===== config.mk =====
export PLATFORM = sky130hd
export DESIGN_NAME = fifo_write_arbiter
export DESIGN_NICKNAME = d
export VERILOG_FILES = /design/src/rtl/fpga_arb_pkg.sv /design/src/rtl/rr_priority_picker.sv /design/src/rtl/fifo_write_arbiter.sv
export SDC_FILE = /design/constraint.sdc
export NUM_CORES = 1
export LEC_CHECK = 0
export BUFFER_PORTS_ARGS = -buffer_cell sky130_fd_sc_hd__buf_2
export CAP_MARGIN = 20
export CORE_ASPECT_RATIO = 0.5
export CORE_MARGIN = 2
export CORE_UTILIZATION = 35
export DETAILED_ROUTE_END_ITERATION = 7
export PLACE_DENSITY = 0.82
export SLEW_MARGIN = 20
export SYNTH_ARGS = -nofsm -noshare
export SYNTH_HDL_FRONTEND = slang
export SYNTH_SLANG_ARGS = --single-unit

===== constraint.sdc =====
create_clock -name clock -period 2.22 [get_ports clock]
set_input_delay 0.444 -clock clock [delete_from_list [all_inputs] [get_ports clock]]
set_output_delay 0.444 -clock clock [all_outputs]
set_load 0.02 [all_outputs]

===== src/rtl/fpga_arb_pkg.sv =====
// fpga_arb_pkg: shared types for the FIFO write-port arbiter.
package fpga_arb_pkg;
   typedef enum logic {ARB_IDLE, ARB_BURST} arb_state_t;
endpackage


===== src/rtl/rr_priority_picker.sv =====
// rr_priority_picker: find-first-set over req starting at ptr, wrapping N-1 -> 0.
module rr_priority_picker #(
   parameter int N = 4
) (
   input  logic [N-1:0]         req,
   input  logic [$clog2(N)-1:0] ptr,
   output logic                 any,
   output logic [$clog2(N)-1:0] idx
);
   localparam int W = $clog2(N);
   logic [W-1:0] j;
   // Scan from the farthest offset down so the nearest set bit after ptr wins.
   always_comb begin
      any = |req;
      idx = ptr;
      j = '0;
      for (int k = N - 1; k >= 0; k--) begin
         j = W'((int'(ptr) + k) % N);
         if (req[j]) idx = j;
      end
   end
endmodule


===== src/rtl/fifo_write_arbiter.sv =====
// fifo_write_arbiter: round-robin sharing of one FIFO write port among N_REQ
// producers, with grants bounded to MAX_BURST words.
module fifo_write_arbiter
   import fpga_arb_pkg::*;
#(
   parameter int WIDTH     = 32,
   parameter int N_REQ     = 4,
   parameter int MAX_BURST = 4
) (
   input  logic                     clock,
   input  logic                     reset_n,
   input  logic [N_REQ-1:0]         req_valid,
   input  logic [WIDTH-1:0]         req_data [N_REQ],
   output logic [N_REQ-1:0]         req_ready,
   input  logic                     fifo_full,
   output logic                     fifo_we,
   output logic [WIDTH-1:0]         fifo_data,
   output logic [$clog2(N_REQ)-1:0] grant_id,
   output logic                     busy
);
   localparam int W  = $clog2(N_REQ);
   localparam int CW = $clog2(MAX_BURST + 1);
   arb_state_t    state;
   logic [W-1:0]  rr_ptr, win, nxt_ptr;
   logic [CW-1:0] burst_cnt;
   logic          any, vld_g, xfer, last;
   rr_priority_picker #(.N(N_REQ)) u_pick (
      .req (req_valid),
      .ptr (rr_ptr),
      .any (any),
      .idx (win)
   );
   assign busy      = state == ARB_BURST;
   assign vld_g     = req_valid[grant_id];
   assign xfer      = busy && vld_g && !fifo_full;
   assign last      = xfer && burst_cnt == CW'(MAX_BURST - 1);
   assign nxt_ptr   = (grant_id == W'(N_REQ - 1)) ? '0 : grant_id + 1'b1;
   assign req_ready = (busy && !fifo_full) ? N_REQ'(1) << grant_id : '0;
   assign fifo_we   = xfer;
   assign fifo_data = busy ? req_data[grant_id] : '0;
   // A full FIFO freezes the burst: no count, no exit, grant kept.
   always_ff @(posedge clock or negedge reset_n) begin
      if (!reset_n) begin
         state     <= ARB_IDLE;
         rr_ptr    <= '0;
         grant_id  <= '0;
         burst_cnt <= '0;
      end else if (state == ARB_IDLE) begin
         if (any) begin
            grant_id  <= win;
            burst_cnt <= '0;
            state     <= ARB_BURST;
         end
      end else if (last || !vld_g) begin
         state  <= ARB_IDLE;
         rr_ptr <= nxt_ptr;
      end else if (xfer) begin
         burst_cnt <= burst_cnt + 1'b1;
      end
   end
endmodule

==> results.sh <==
export IMPL_rsz0062_at_grt="no"
export IMPL_pwr_share_seq_pct=9.3
export IMPL_critPathSlowestCell="mux4_2"
export IMPL_yosys_warnings=0
export IMPL_skew_ns=0.004174
export IMPL_status="completed"
export IMPL_ir_worst_vdd_mv=0.4104
export IMPL_pwr_share_comb_pct=84.7
export IMPL_drc=0
export IMPL_place_hpwl_mm=5.006
export IMPL_crit_path_end_kind="primary output"
export IMPL_reg2regPathDepth=5
export IMPL_h_tree_depth=1
export IMPL_vias=1908
export IMPL_slew_viol_final=0
export IMPL_ant_nets=0
export IMPL_setup_violations=0
export IMPL_cts_buffers=3
export IMPL_numClockSinks=8
export IMPL_synth_cells=142
export IMPL_min_period_over_period_pct=96.33
export IMPL_synth_distinct_cells=30
export IMPL_syn_nets=283
export IMPL_synthArstFlopShare_pct=100.0
export IMPL_cp_cell_sequence="buf_12, mux4_2, and2_1, buf_2"
export IMPL_cp_required_ns=1.78
export IMPL_ys_seq_area_share_pct=12.59
export IMPL_cp_depth=4
export IMPL_critical_path_top_delay_family="multiplexers"
export IMPL_clk_latency_ns=0.23
export IMPL_ctsRootBufferMaster="clkbuf_8"
export IMPL_finalHoldViolations=0
export IMPL_grt_pass1_vias=1813
export IMPL_cellLeakagePower_nw=1.374
export IMPL_period_minus_slack_ns=2.138
export IMPL_setup_ws_ns=0.08151
export IMPL_synth_edf_count=0
export IMPL_clk_pin_slew_ns=0.04
export IMPL_post_place_ws_ns=0.2542
export IMPL_finalWirelength_mm=5.926
export IMPL_power_switching_mw=1.470
export IMPL_cp_max_fo=20
export IMPL_syn_area_per_cell_sq_um=11.20
export IMPL_slew_headroom_pct=81.12
export IMPL_grt_first_pass_wirelength_mm=8.673
export IMPL_routedWlPerCell_um=16.02
export IMPL_arrival_ns=1.69
export IMPL_syn_area_sq_mm=0.001590
export IMPL_pwr_share_clk_pct=6.0
export IMPL_whs_ns=0.04964
export IMPL_total_power_mw=3.062
export IMPL_intPower_mw=1.591
export IMPL_ctsHoldBuffers=0
export IMPL_start_util_pct=36.29
export IMPL_cp_slowest_stage_delay_ns=0.52
export IMPL_p_sw_share_pct=48.03
export IMPL_nets=455
export IMPL_portBuffers=174
export IMPL_hold_path_class="in2async"
export IMPL_placementRows=17
export IMPL_dieArea_sq_mm=0.005132
export IMPL_core_sq_mm=0.004382
export IMPL_fmax_mhz=467.6
export IMPL_drt_initial_drc_count=45
export IMPL_via_per_inst=5.157
export IMPL_critical_path_class="reg2out"
export IMPL_max_cap_violations=0
export IMPL_antenna_found_initial=0
export IMPL_antennaDiodeCount=0
export IMPL_drive_above_1_share_pct=69.97
export IMPL_worst_slew_pin_slew_ns=0.2831
export IMPL_synthFlopType="dfrtp_1"
export IMPL_setup_tns_ns=0
export IMPL_path_buf_inv=2
export IMPL_die_h_um=51.67
export IMPL_firstDrtPassIters=4
export IMPL_start_kind="register"
export IMPL_synth_seq_cells=8
export IMPL_track_usage_pct=21.52
export IMPL_die_x_um=99.33
export IMPL_pin_count=175
export IMPL_grt_ovfl_total=0
export IMPL_place_congestion=0.8137
export IMPL_cts_tree="built"
export IMPL_grt_max_degree=41
export IMPL_clock_path_buffers=2
export IMPL_syn2layout_area_growth_pct=62.39
export IMPL_pwr_density_cell_mw_per_mm2=1186
path summary, 6_finish.rpt:
path | slack [ns] | end | from
max reg2reg | 0.50 | burst_cnt[1]$_DFFE_PN0P_ | grant_id[1]$_DFFE_PN0P_
min | 0.05 | grant_id[1]$_DFFE_PN0P_ | reset_n
max in group asynchronous | 1.99 | grant_id[0]$_DFFE_PN0P_ | reset_n
max | 0.08 | fifo_data[2] | grant_id[0]$_DFFE_PN0P_
min in group clock | 0.48 | burst_cnt[0]$_DFFE_PN0P_ | burst_cnt[0]$_DFFE_PN0P_
min reg2reg | 0.48 | burst_cnt[0]$_DFFE_PN0P_ | burst_cnt[0]$_DFFE_PN0P_
what timing repair did:
action	4_1_cts	5_1_grt
buffers inserted	0	0
hold endpoints to repair	0	0
setup endpoints to repair	0	30
gates resized for setup	0	0
layout by cell type, fill, tap and decap left out:
cell / Yosys / layout
o21ai_1: 1 / 1
a2bb2oi_1: 1 / 1
clkbuf_16: 0 / 1
a21o_1: 2 / 2
nand3_1: 1 / 1
buf_4: 3 / 4
inv_1: 5 / 5
o22ai_1: 2 / 2
o21ai_0: 2 / 2
mux2_4: 2 / 2
dfrtp_2: 0 / 1
dfrtp_1: 8 / 7
nor3_1: 1 / 1
nor2b_1: 3 / 3
and2_1: 36 / 36
a211o_1: 1 / 1
o211ai_1: 1 / 1
nand2_1: 6 / 6
mux2_1: 1 / 1
a21oi_1: 3 / 3
or3_1: 1 / 1
inv_2: 1 / 1
nor2_1: 4 / 4
nand2b_1: 2 / 2
mux4_2: 32 / 32
clkbuf_8: 0 / 3
clkbuf_1: 6 / 1
buf_2: 3 / 174
mux2i_1: 5 / 5
buf_12: 0 / 1
ha_1: 6 / 6
a211oi_1: 1 / 1
o2bb2ai_1: 1 / 1
final cells by class:
cell class / count / area (sq um)
sequential: 8 / 201.4
timing repair buffer: 180 / 945.9
tap: 57 / 71.32
clock buffer: 4 / 45.04
fill: 371 / 1799
inverter: 6 / 22.52
multi-input combinational: 115 / 1296
sequential cells by signal, summed over array words and instances (netlist names):
name       count
burst_cnt      3
grant_id       2
rr_ptr         2
busy           1
cells by family (layout without fill, tap and decap cells):
| logic type | after synthesis | in the layout | share of synthesized area (%) |
|---|---|---|---|
| AOI/OAI and AO/OA | 15 | 15 | 6.215 |
| and+or+nand+nor | 54 | 54 | 19.51 |
| DFF | 8 | 8 | 12.59 |
| adders and majority gates | 6 | 6 | 4.721 |
| muxes | 40 | 40 | 51.06 |
| buffers and inverters | 19 | 190 | 5.900 |
power groups by stage:
stage	clock network, mW	registers [mW]	logic (mW)
after floorplan	0	0.299	1.85
after global placement	0	0.272	2.49
after detailed placement	0	0.281	2.55
after CTS	0.183	0.278	2.57
after global routing	0.194	0.296	2.80
final	0.182	0.286	2.59
per-layer routing:
metal | GRT usage (%) | vias to the layer above | routed length (um)
li1 | - | 888 | -
met1 | 26.77 | 932 | 2306
met2 | 40.65 | 80 | 3238
met3 | 2.554 | 8 | 321
met4 | 5.251 | 0 | 59
met5 | 0 | - | 0
per-stage QoR:
| step | instance area, sq um | util [%] | std cells |
|---|---|---|---|
| after detailed placement | 2512 | 57.34 | 365 |
| final | 2582 | 58.94 | 370 |
| after floorplan | 1590 | - | 142 |
| after global placement | 2512 | 57.34 | 365 |
| after CTS | 2557 | 58.37 | 369 |
| after global routing | 2582 | 58.94 | 370 |
cells in the mapped netlist, types with 2 or more instances:
master,n,area [sq um]
and2_1,36,225.2
mux4_2,32,720.7
dfrtp_1,8,200.2
clkbuf_1,6,22.52
ha_1,6,75.07
nand2_1,6,22.52
inv_1,5,18.77
mux2i_1,5,50.05
nor2_1,4,15.01
a21oi_1,3,15.01
buf_2,3,15.01
buf_4,3,22.52
nor2b_1,3,18.77
a21o_1,2,15.01
mux2_4,2,30.03
nand2b_1,2,12.51
o21ai_0,2,10.01
o22ai_1,2,12.51
Power figures use the tool's default switching activity.
